[src/rtl/restore_mul_seq.sv]
// Sequential shift-add reconstructor: dividend = quotient * divisor + remainder, one bit per clock.
// Optional range flag (remainder >= divisor) is built when RESTORE_MUL_RANGE_CHECK_EN is defined.
module restore_mul_seq #(
  parameter int WIDTH = 4
) (
  input  logic               clk,
  input  logic               rst_n,
  input  logic               din_valid,
  output logic               din_ready,
  input  logic [WIDTH-1:0]   quotient,
  input  logic [WIDTH-1:0]   divisor,
  input  logic [WIDTH-1:0]   remainder,
  output logic               dout_valid,
  input  logic               dout_ready,
  output logic [2*WIDTH-1:0] dividend,
  output logic               dout_err
);

  localparam int CNT_W = (WIDTH > 1) ? $clog2(WIDTH) : 1;

  typedef enum logic [1:0] {
    IDLE = 2'd0,
    CALC = 2'd1,
    DONE = 2'd2
  } state_t;

  state_t               state_q;
  logic [2*WIDTH-1:0]   acc_q;
  logic [2*WIDTH-1:0]   mcand_q;
  logic [WIDTH-1:0]     mplier_q;
  logic [CNT_W-1:0]     cnt_q;
  logic                 din_ready_q;
  logic                 dout_valid_q;
  logic [2*WIDTH-1:0]   dividend_q;
  logic [2*WIDTH-1:0]   acc_d;
  logic                 last_step;

  // The last step's add is folded straight into the output register.
  always_comb begin
    acc_d = acc_q;
    if (mplier_q[0]) acc_d = acc_q + mcand_q;
  end

  assign last_step = (state_q == CALC) && (cnt_q == CNT_W'(WIDTH - 1));

  always_ff @(posedge clk) begin
    if (!rst_n) begin
      state_q      <= IDLE;
      acc_q        <= '0;
      mcand_q      <= '0;
      mplier_q     <= '0;
      cnt_q        <= '0;
      din_ready_q  <= 1'b1;
      dout_valid_q <= 1'b0;
      dividend_q   <= '0;
    end else begin
      case (state_q)
        IDLE: begin
          if (din_valid) begin
            acc_q       <= {{WIDTH{1'b0}}, remainder};
            mcand_q     <= {{WIDTH{1'b0}}, divisor};
            mplier_q    <= quotient;
            cnt_q       <= '0;
            din_ready_q <= 1'b0;
            state_q     <= CALC;
          end
        end
        CALC: begin
          acc_q    <= acc_d;
          mcand_q  <= mcand_q << 1;
          mplier_q <= mplier_q >> 1;
          cnt_q    <= cnt_q + 1'b1;
          if (last_step) begin
            dividend_q   <= acc_d;
            dout_valid_q <= 1'b1;
            state_q      <= DONE;
          end
        end
        DONE: begin
          if (dout_ready) begin
            dout_valid_q <= 1'b0;
            din_ready_q  <= 1'b1;
            state_q      <= IDLE;
          end
        end
        default: state_q <= IDLE;
      endcase
    end
  end

  assign din_ready  = din_ready_q;
  assign dout_valid = dout_valid_q;
  assign dividend   = dividend_q;

`ifdef RESTORE_MUL_RANGE_CHECK_EN
  logic err_q;
  logic dout_err_q;

  // Flag is captured at accept and only exposed while the result is presented.
  always_ff @(posedge clk) begin
    if (!rst_n) begin
      err_q      <= 1'b0;
      dout_err_q <= 1'b0;
    end else begin
      case (state_q)
        IDLE:    if (din_valid) err_q <= (remainder >= divisor);
        CALC:    if (last_step) dout_err_q <= err_q;
        DONE:    if (dout_ready) dout_err_q <= 1'b0;
        default: dout_err_q <= 1'b0;
      endcase
    end
  end

  assign dout_err = dout_err_q;
`else
  assign dout_err = 1'b0;
`endif

endmodule
[config.mk]
export PLATFORM = sky130hd
export DESIGN_NAME = restore_mul_seq
export DESIGN_NICKNAME = d
export VERILOG_FILES = /design/src/rtl/restore_mul_seq.sv
export SDC_FILE = /design/constraint.sdc
export NUM_CORES = 1
export LEC_CHECK = 0
export CAP_MARGIN = 20
export CORE_MARGIN = 8
export CORE_UTILIZATION = 40
export DETAILED_ROUTE_END_ITERATION = 7
export PLACE_DENSITY_LB_ADDON = 0.3
export SLEW_MARGIN = 40
export SYNTH_ARGS = -nofsm -noshare
export SYNTH_HDL_FRONTEND = slang
export SYNTH_SLANG_ARGS = --single-unit
[constraint.sdc]
create_clock -name clk -period 2 [get_ports clk]
set_input_delay 0.2 -clock clk [delete_from_list [all_inputs] [get_ports clk]]
set_output_delay 0.2 -clock clk [all_outputs]
set_load 0.01 [all_outputs]
==> results by group, run 1 <==
Power and ir drop
  • Clock Power Share: 0.349
  • Internal power: 1.11 mW
  • Reg power frac: 0.484
  • Maximum VDD drop: 0.431 mV
  • PwrDens: 651 nW/um^2
  • Net Sw Frac: 0.268
  • P_sw: 0.406 mW
  • P_leak: 0.920 nW
  • Combinational power share: 0.167

Setup path
  • Worst path max stage delay: 0.43 ns
  • Reg-to-Reg End: dividend[6]
  • Worst Path Required: 2.21 ns
  • Critical Path Start Type: flip-flop
  • Sum of buffers and inverters on the critical path: 0
  • CP Capture Type: flip-flop
  • Top Family by Delay on Critical Path: compound AO/OA/AOI/OAI gates
  • Reg2Reg Launch Point: mcand_q[2]
  • Crit-path slowest cell: dfxtp_1
  • Worst reg2reg path depth: 6
  • WP data arrival: 2.16 ns
  • Register-to-register setup slack: 0.05 ns
  • Kind of critical path: flip-flop to flip-flop
  • Max FO, Critical Path: 4
  • CP cell instances: ha_4 > nor2b_2 > o21a_1 > o31ai_4 > mux2_4 > a311oi_2

Synthesis
  • Post-synth EDFFs: 0
  • Largest cells by area after synthesis: dfxtp_1, nor2_1, a21oi_1
  • Cell variety after synth: 50
  • Prevailing post-synth register cell: dfxtp_1
  • Syn Nets: 241
  • Most instantiated library cell after synthesis: dfxtp_1
  • Cell taking the most area after synthesis: dfxtp_1
  • Cell area after synthesis: 1850 sq um
  • Sequential share of the synthesized area: 0.369
  • Post-synth top cells: dfxtp_1, nor2_1, a21oi_1
  • Synth warnings: 0
  • Mapped Avg Cell Area: 8.54 sq um
  • Share of the synthesized area in the top cell type: 0.369
  • Post-Syn Instances: 216
  • Async SR Flop Fraction: 0
  • Register bit total from synthesis: 34

Clocking
  • Post-CTS Hold Buffers: 0
  • H-tree depth: 2
  • CTS tree: done
  • Clock slew at reported path FFs: 0.07 ns
  • Root Buffer: clkbuf_8
  • Post-CTS Setup Bufs: 0
  • Clock Path Buffers: 2
  • Cts bufs inserted: 5
  • Clock sink total: 34
  • Clk_lat worst skew: 0.29 ns

Finish
  • Share of cells above drive strength 1: 0.177
  • FILL cells: 421
  • Final core occ: 0.528
  • Final Cell Area: 2330 sq um
  • N_diodes: 0
  • Flip-flop and latch area: 686 sq um
  • Post-route insts no fill: 300
  • Final Net Count: 272
  • Multi-input logic area: 1100 sq um
  • Layout area overhead: 26.2%

Worst hold path
  • Hold worst-path end: dividend[1]
  • Min-delay src: dividend[1]
  • Hold Path Cell Cnt: 2
  • Worst Hold Class: flip-flop to flip-flop

Placed design
  • Port Buffers: 25
  • Placer Congestion: 0.851
  • Post-DP Area: 2190 sq um
  • Placed Cells: 292
  • DP HPWL: 3400 um

Die
  • Chip width: 83.9 um
  • Boundary pin count: 27
  • FP Rows: 24
  • Die Span Y: 83.9 um
  • Initial Util: 0.418
  • Die ar.: 7040 sq um
  • Core area: 4410 sq um

Global route
  • Vias in the first global route: 1569
  • Initial antenna violation count: 0
  • Pin count of the biggest net entering global routing: 17
  • Global-route wire length before repair: 7730 um
  • Grt ovf: 0
  • Tot GR Track Use: 0.134

Routing
  • First DRT Iteration DRCs: 98
  • Vias per cell: 5.48
  • Wire per inst: 15.0 um
  • Detailed Route WL: 4510 um
  • DR vias: 1645
  • DRT antenna net count: 0
  • Pre-antenna DRT Iters: 4
  • DRC Markers: 0

STA
  • RSZ-0062 raised after global routing: yes
  • Period utilization: 0.977
  • Clock period minus final worst setup slack: 1.95 ns
  • Slew Viols, Final: 0
  • Final Setup Violations: 0
  • Fin. Hold Viols: 0
  • Worst-Margin Slew: 0.548 ns
  • Clock skew: 0.00396 ns
  • Peak Freq: 0.512 GHz
  • Max-Slew Margin vs Limit: 0.634
  • Setup TNS: 0 ns

Job
  • Max Cap Viol: 0

Status
  • Status: completed
sequential cells by signal (all words and copies together), names as in the netlist:
register	flops
acc_q	8
dividend	8
mcand_q	8
mplier_q	4
cnt_q	2
state_q	2
din_ready	1
dout_valid	1
logic make-up (layout without fill, tap and decap cells):
family	after synthesis	count (layout)	synth area share
AOI/OAI and AO/OA	78	78	0.304
and+or+nand+nor	66	66	0.177
DFF	34	34	0.369
buffers and inverters	23	55	0.0569
adders and majority gates	9	9	0.0651
xor gates and xnor gates	3	3	0.0142
muxes	2	2	0.0115
other	1	1	0.00203
per-stage QoR:
| stage | power, mW | setup slack [ns] | hold WS [ns] |
|---|---|---|---|
| after floorplan | 0.902 | 0.0560 | 0.338 |
| after detailed placement | 0.990 | 0.00114 | 0.449 |
| after global routing | 1.59 | -0.0595 | 0.492 |
| after CTS | 1.51 | 0.000597 | 0.459 |
| final | 1.52 | 0.0466 | 0.453 |
| after global placement | 0.988 | 0.0628 | 0.444 |
how the worst max path moves through the flow:
stage,slack (ns),start,cells after the start,endpoint
3_3_place_gp,0.06,acc_q[0],8,dividend[6]
6_report,0.05,mcand_q[2],6,dividend[6]
5_1_grt,-0.06,acc_q[2],6,dividend[6]
3_5_place_dp,0.001,acc_q[0],8,dividend[6]
2_1_floorplan,0.06,acc_q[0],8,dividend[6]
4_1_cts,0.0006,acc_q[2],6,dividend[6]
power by group through the flow:
stage / clock network [mW] / logic (mW) / registers (mW)
2_1_floorplan: 0 / 0.166 / 0.735
3_3_place_gp: 0 / 0.244 / 0.744
3_5_place_dp: 0 / 0.245 / 0.745
4_1_cts: 0.536 / 0.246 / 0.731
5_1_grt: 0.572 / 0.284 / 0.738
6_report: 0.529 / 0.254 / 0.734
area by class of cell:
class,count,share of cell area
Clock buffer,7,0.0371
Tap cell,52,0.0279
Clock inverter,1,0.00215
Inverter,8,0.0129
Timing Repair Buffer,39,0.153
Sequential cell,34,0.294
Multi-Input combinational cell,159,0.473
metal layers:
layer | global-route usage | vias to the layer above | wire length [um]
li1 | - | 848 | -
met1 | 0.177 | 749 | 2200
met2 | 0.184 | 39 | 1880
met3 | 0.0459 | 9 | 293
met4 | 0.0722 | 0 | 129
met5 | 0 | - | 0
worst min-delay path, stage by stage (launching register included):
cell     delay [ns]
dfxtp_1        0.31
nand2_1        0.05
a21oi_1        0.05
layout by cell type, fill, tap and decap left out, drive strengths merged, types with 3 or more instances in the layout:
cell           instances
inv                    8
nand2                 11
a2bb2oi                5
a21oi                 21
and3                   4
buf                   14
o21ai                 13
o221a                  6
xnor2                  3
nand2b                 3
ha                     8
clkbuf                 7
o211ai                 5
dfxtp                 34
a311oi                 3
nor2                  33
nor2b                  4
clkdlybuf4s50         25
a31oi                  3
a22oi                  8
a211oi                 3
what timing repair did:
item	in CTS	in global routing
cloned	0	0
resized for setup	1	10
setup endpoints to repair	1	4
pin swaps	0	5
Note: power is estimated with default switching activity, not from simulation.
==> run 2, diff against run 1 <==
--- a/config.mk
+++ b/config.mk
@@ -7,7 +7,7 @@
 export LEC_CHECK = 0
 export CAP_MARGIN = 20
 export CORE_MARGIN = 8
-export CORE_UTILIZATION = 40
+export CORE_UTILIZATION = 48
 export DETAILED_ROUTE_END_ITERATION = 7
 export PLACE_DENSITY_LB_ADDON = 0.3
 export SLEW_MARGIN = 40
==> run 2 against run 1 <==
  * Final area up 2.8%
  * Sequential share of layout area is 0.92 points lower
  * Sequential cell count did not move
  * Largest cell class unchanged
==> results by group, run 2 (synthesized netlist as in run 1, its figures left out) <==
Status
  • Status: completed (unchanged)

Finish
  • Final Net Count: 274 (was 272)
  • Most frequent cells in the layout: nor2_1, dfxtp_1, clkdlybuf4s50_1 (unchanged)
  • Most common library cell in the layout ignoring fill and taps: nor2_1 (unchanged)
  • Final core occ: 0.650 (was 0.528)
  • Final Cell Area: 2400 sq um (was 2330 sq um)
  • Layout area overhead: 29.8% (was 26.2%)
  • N_diodes: 0 (unchanged)
  • Share of cells above drive strength 1: 0.188 (was 0.177)
  • Post-route insts no fill: 298 (was 300)

Routing
  • DR vias: 1721 (was 1645)
  • Vias per cell: 5.78 (was 5.48)
  • DRT antenna net count: 0 (unchanged)
  • Wire per inst: 15.9 um (was 15.0 um)
  • DRC Markers: 0 (unchanged)
  • First DRT Iteration DRCs: 87 (was 98)
  • Pre-antenna DRT Iters: 4 (unchanged)
  • Detailed Route WL: 4750 um (was 4510 um)

STA
  • RSZ-0062 raised after global routing: yes (unchanged)
  • Fin. Hold Viols: 0 (unchanged)
  • Max-Slew Margin vs Limit: 0.548 (was 0.634)
  • Final WS setup: 0.0773 ns (was 0.0466 ns)
  • Slew Viols, Final: 0 (unchanged)
  • Setup TNS: 0 ns (unchanged)
  • Period utilization: 0.961 (was 0.977)
  • Final Setup Violations: 0 (unchanged)
  • Peak Freq: 0.520 GHz (was 0.512 GHz)
  • Clock period minus final worst setup slack: 1.92 ns (was 1.95 ns)
  • Clock skew: 0.00618 ns (was 0.00396 ns)
  • Worst-Margin Slew: 0.677 ns (was 0.548 ns)

Global route
  • Tot GR Track Use: 0.158 (was 0.134)
  • Pin count of the biggest net entering global routing: 19 (was 17)
  • Global-route wire length before repair: 7870 um (was 7730 um)
  • Vias in the first global route: 1701 (was 1569)
  • Initial antenna violation count: 0 (unchanged)
  • Grt ovf: 0 (unchanged)

Die
  • Core area: 3690 sq um (was 4410 sq um)
  • Die ar.: 6080 sq um (was 7040 sq um)
  • FP Rows: 22 (was 24)
  • Boundary pin count: 27 (unchanged)
  • Die Span Y: 78.0 um (was 83.9 um)
  • Initial Util: 0.500 (was 0.418)
  • Chip width: 78.0 um (was 83.9 um)

Setup path
  • Worst Path Required: 2.21 ns (about the same)
  • Worst path max stage delay: 0.37 ns (was 0.43 ns)
  • CP Capture Type: flip-flop (unchanged)
  • Max FO, Critical Path: 3 (was 4)
  • Crit-path slowest cell: dfxtp_2 (was dfxtp_1)
  • CP cell instances: ha_4 > inv_2 > fa_2 > nor2b_1 > o21a_1 > o31ai_4 > mux2_4 > a311oi_2 (was ha_4 > nor2b_2 > o21a_1 > o31ai_4 > mux2_4 > a311oi_2)
  • Kind of critical path: flip-flop to flip-flop (unchanged)
  • Sum of buffers and inverters on the critical path: 1 (was 0)
  • Critical Path Start Type: flip-flop (unchanged)
  • WP data arrival: 2.13 ns (was 2.16 ns)
  • Top Family by Delay on Critical Path: compound AO/OA/AOI/OAI gates (unchanged)

Job
  • Max Cap Viol: 0 (unchanged)

Placed design
  • DP HPWL: 3370 um (was 3400 um)
  • Placer Congestion: 0.847 (was 0.851)
  • Port Buffers: 25 (unchanged)
  • Post-DP Area: 2190 sq um (about the same)
  • Dpl ws: -0.0138 ns (was 0.00114 ns)
  • Placed Cells: 288 (was 292)

Clocking
  • CTS tree: done (unchanged)
  • Clock sink total: 34 (unchanged)
  • Root Buffer: clkbuf_8 (unchanged)
  • Clock slew at reported path FFs: 0.07 ns (about the same)
  • Post-CTS Hold Buffers: 0 (unchanged)
  • Clock Path Buffers: 2 (unchanged)
  • Clk_lat worst skew: 0.29 ns (about the same)
  • H-tree depth: 2 (unchanged)
  • Cts bufs inserted: 5 (unchanged)

Worst hold path
  • Worst Hold Class: flip-flop to flip-flop (unchanged)

Power and ir drop
  • PwrDens: 736 nW/um^2 (was 651 nW/um^2)
  • P_leak: 0.953 nW (was 0.920 nW)
  • Maximum VDD drop: 0.493 mV (was 0.431 mV)
run 2: cell types whose count changed in the layout (fill, tap and decap cells not counted):
cell	before	now
a31oi_1	3	2
a31oi_4	0	1
buf_4	14	16
bufinv_16	0	2
clkbuf_1	1	0
clkbuf_8	6	5
clkinv_2	1	0
clkinv_4	0	1
dfxtp_2	1	2
dfxtp_4	1	0
nor2b_1	2	3
nor2b_2	1	0
run 2: final cells by class:
type | instances | area (sq um)
fill | 316 | 1290
multi-input combinational | 159 | 1110
sequential | 34 | 683
timing repair buffer | 41 | 370
clock buffer | 5 | 68.8
clock inverter | 3 | 68.8
tap | 48 | 60.1
inverter | 8 | 30.0
run 2: through the flow:
| step | total power [mW] | hold WS [ns] |
|---|---|---|
| floorplan | 0.902 | 0.338 |
| global placement | 0.986 | 0.447 |
| detailed placement | 0.991 | 0.456 |
| CTS | 1.76 | 0.465 |
| global route | 1.83 | 0.488 |
| finish | 1.76 | 0.458 |
run 2: worst paths after layout:
check / from / end / slack (ns) / cells after the start
hold / removal: dividend[1] / dividend[1] / 0.46 / 2
hold reg to reg: dividend[1] / dividend[1] / 0.46 / 2
setup reg to reg: acc_q[0] / dividend[6] / 0.08 / 8
setup / recovery: acc_q[0] / dividend[6] / 0.08 / 8
run 2: power by group:
part | leakage (nW) | internal, mW | total (mW) | switching (mW)
Clock | 0.0683 | 0.499 | 0.765 | 0.266
Sequential | 0.278 | 0.705 | 0.740 | 0.0350
Combinational | 0.606 | 0.131 | 0.259 | 0.127
run 2: layer usage:
layer,GRT usage,wire (um)
met1,0.204,2230
met2,0.246,2160
met3,0.0472,312
met4,0.0519,49
met5,0,0
run 2: worst register-to-register path, stage by stage, from the launching register on:
cell and delay, ns:
dfxtp_2 0.37, ha_4 0.14, inv_2 0.03, fa_2 0.33, nor2b_1 0.12, o21a_1 0.19, o31ai_4 0.09, mux2_4 0.31
a311oi_2 0.26
run 2: repair_timing:
| action | CTS | global route |
|---|---|---|
| setup buffers | 1 | 1 |
| pin swaps | 0 | 1 |
| resized for setup | 2 | 9 |
| setup endpoints to repair | 1 | 5 |
==> run 3, diff against run 2 <==
--- a/config.mk
+++ b/config.mk
@@ -7,7 +7,7 @@
 export LEC_CHECK = 0
 export CAP_MARGIN = 20
 export CORE_MARGIN = 8
-export CORE_UTILIZATION = 48
+export CORE_UTILIZATION = 58
 export DETAILED_ROUTE_END_ITERATION = 7
 export PLACE_DENSITY_LB_ADDON = 0.3
 export SLEW_MARGIN = 40
==> constraint.sdc (replaced) <==
create_clock -name clk -period 2.3 [get_ports clk]
set_input_delay 0.23 -clock clk [delete_from_list [all_inputs] [get_ports clk]]
set_output_delay 0.23 -clock clk [all_outputs]
set_load 0.01 [all_outputs]
==> run 3 against run 2 <==
  * Non-clock buffer count fell by 8
  * Register-to-register slack improved by 0.09 ns
  * Via count fell by 3.5%
  * Critical endpoint unchanged
==> results by group, run 3 (synthesized netlist as in run 1, its figures left out) <==
Setup path
  • WP data arrival: 2.40 ns (was 2.13 ns)
  • Max FO, Critical Path: 3 (unchanged)
  • Worst reg2reg path depth: 8 (unchanged)
  • Critical Path Start Type: flip-flop (unchanged)
  • Worst Path Required: 2.57 ns (was 2.21 ns)
  • Kind of critical path: flip-flop to flip-flop (unchanged)
  • CP Capture Type: flip-flop (unchanged)

Finish
  • FILL cells: 266 (was 316)
  • Final Net Count: 266 (was 274)
  • Multi-input logic area: 1060 sq um (was 1110 sq um)
  • Most common library cell in the layout ignoring fill and taps: dfxtp_1 (was nor2_1)
  • Flip-flop and latch area: 681 sq um (was 683 sq um)
  • Post-route insts no fill: 286 (was 298)
  • Share of cells above drive strength 1: 0.124 (was 0.188)
  • N_diodes: 0 (unchanged)
  • Final core occ: 0.719 (was 0.650)
  • Layout area overhead: 19.0% (was 29.8%)
  • Most frequent cells in the layout: dfxtp_1, nor2_1, clkdlybuf4s50_1 (was nor2_1, dfxtp_1, clkdlybuf4s50_1)

Routing
  • Vias per cell: 5.81 (was 5.78)
  • Detailed Route WL: 4360 um (was 4750 um)
  • DRT antenna net count: 0 (unchanged)
  • Pre-antenna DRT Iters: 4 (unchanged)
  • Wire per inst: 15.2 um (was 15.9 um)
  • DRC Markers: 0 (unchanged)
  • First DRT Iteration DRCs: 127 (was 87)
  • DR vias: 1661 (was 1721)

Clocking
  • H-tree depth: 2 (unchanged)
  • Post-CTS Setup Bufs: 0 (was 1)
  • PostCTS Resize Cnt: 0 (was 2)
  • Clock slew at reported path FFs: 0.10 ns (was 0.07 ns)
  • Clk_lat worst skew: 0.35 ns (was 0.29 ns)
  • CTS tree: done (unchanged)
  • Root Buffer: clkbuf_4 (was clkbuf_8)
  • Clock sink total: 34 (unchanged)
  • Clock Path Buffers: 2 (unchanged)
  • Post-CTS Hold Buffers: 0 (unchanged)
  • Cts bufs inserted: 5 (unchanged)

STA
  • Setup TNS: 0 ns (unchanged)
  • Period utilization: 0.926 (was 0.961)
  • Worst-Margin Slew: 0.576 ns (was 0.677 ns)
  • Fin. Hold Viols: 0 (unchanged)
  • RSZ-0062 raised after global routing: no (was yes)
  • Slew Viols, Final: 0 (unchanged)
  • Peak Freq: 0.469 GHz (was 0.520 GHz)
  • Max-Slew Margin vs Limit: 0.616 (was 0.548)
  • Clock period minus final worst setup slack: 2.13 ns (was 1.92 ns)
  • Clock skew: 0.0141 ns (was 0.00618 ns)
  • Final WS setup: 0.170 ns (was 0.0773 ns)
  • Final Setup Violations: 0 (unchanged)

Global route
  • M2 GR Usage: 0.258 (was 0.246)
  • Vias in the first global route: 1509 (was 1701)
  • Pin count of the biggest net entering global routing: 17 (was 19)
  • Top Usage Layer GRT: met2 (unchanged)
  • Grt ovf: 0 (unchanged)
  • Met3 usage: 0.0537 (was 0.0472)
  • Tot GR Track Use: 0.176 (was 0.158)
  • Met1 Use GR: 0.232 (was 0.204)
  • Global-route wire length before repair: 7250 um (was 7870 um)
  • Initial antenna violation count: 0 (unchanged)

Power and ir drop
  • P_leak: 0.870 nW (was 0.953 nW)
  • PwrDens: 544 nW/um^2 (was 736 nW/um^2)
  • Maximum VDD drop: 0.369 mV (was 0.493 mV)

Worst hold path
  • Hold Path Cell Cnt: 2 (unchanged)
  • Worst Hold Class: flip-flop to flip-flop (unchanged)

Placed design
  • DP HPWL: 3210 um (was 3370 um)
  • Placer Congestion: 0.854 (was 0.847)
  • Placed Cells: 278 (was 288)
  • Dpl ws: 0.203 ns (was -0.0138 ns)
  • Port Buffers: 25 (unchanged)

Die
  • Core area: 3050 sq um (was 3690 sq um)
  • Chip width: 72.4 um (was 78.0 um)
  • Die Span Y: 72.4 um (was 78.0 um)
  • Boundary pin count: 27 (unchanged)
  • Die ar.: 5240 sq um (was 6080 sq um)
  • FP Rows: 20 (was 22)
  • Initial Util: 0.605 (was 0.500)

Status
  • Status: completed (unchanged)

Job
  • Max Cap Viol: 0 (unchanged)
==> run 3: path summary, 6_finish.rpt <==
| path | from | endpoint | slack (ns) |
|---|---|---|---|
| worst max-delay path | acc_q[0] | dividend[6] | 0.17 |
| worst max register to register | acc_q[0] | dividend[6] | 0.17 |
| worst min-delay path | dividend[1] | dividend[1] | 0.48 |
| worst min register to register | dividend[1] | dividend[1] | 0.48 |
==> run 3: worst max-delay path: stages, from the launching register on <==
cell and delay [ns]:
dfxtp_1 0.37, ha_1 0.22, inv_1 0.07, fa_1 0.41, nor2b_1 0.13, o21a_1 0.17, o31ai_2 0.09, mux2_1 0.34
a311oi_2 0.26
==> run 3: layer usage <==
metal | up-vias | routed length, um
li1 | 832 | -
met4 | 0 | 74
met1 | 771 | 2040
met3 | 9 | 336
met5 | - | 0
met2 | 49 | 1910
==> run 3: cell type report <==
| class | count | area share |
|---|---|---|
| multi-input cells | 159 | 0.483 |
| flip-flops and latches | 34 | 0.310 |
| repair buffers | 33 | 0.141 |
| clock buffers | 7 | 0.0251 |
| well taps | 44 | 0.0251 |
| inverters | 8 | 0.0137 |
| clock inverters | 1 | 0.00228 |
==> run 3: power by group <==
part / total, mW / switching [mW] / internal (mW)
Combinational: 0.200 / 0.101 / 0.0993
Clock: 0.354 / 0.206 / 0.148
Sequential: 0.641 / 0.0285 / 0.612
Total: 1.20 / 0.336 / 0.860
==> run 3: stage by stage <==
stage,power [mW],instance area [sq um],hold slack (ns)
after detailed placement,0.851,2140,0.473
after global routing,1.25,2200,0.510
final,1.20,2200,0.485
after floorplan,0.784,1850,0.368
after CTS,1.20,2200,0.487
after global placement,0.847,2140,0.444
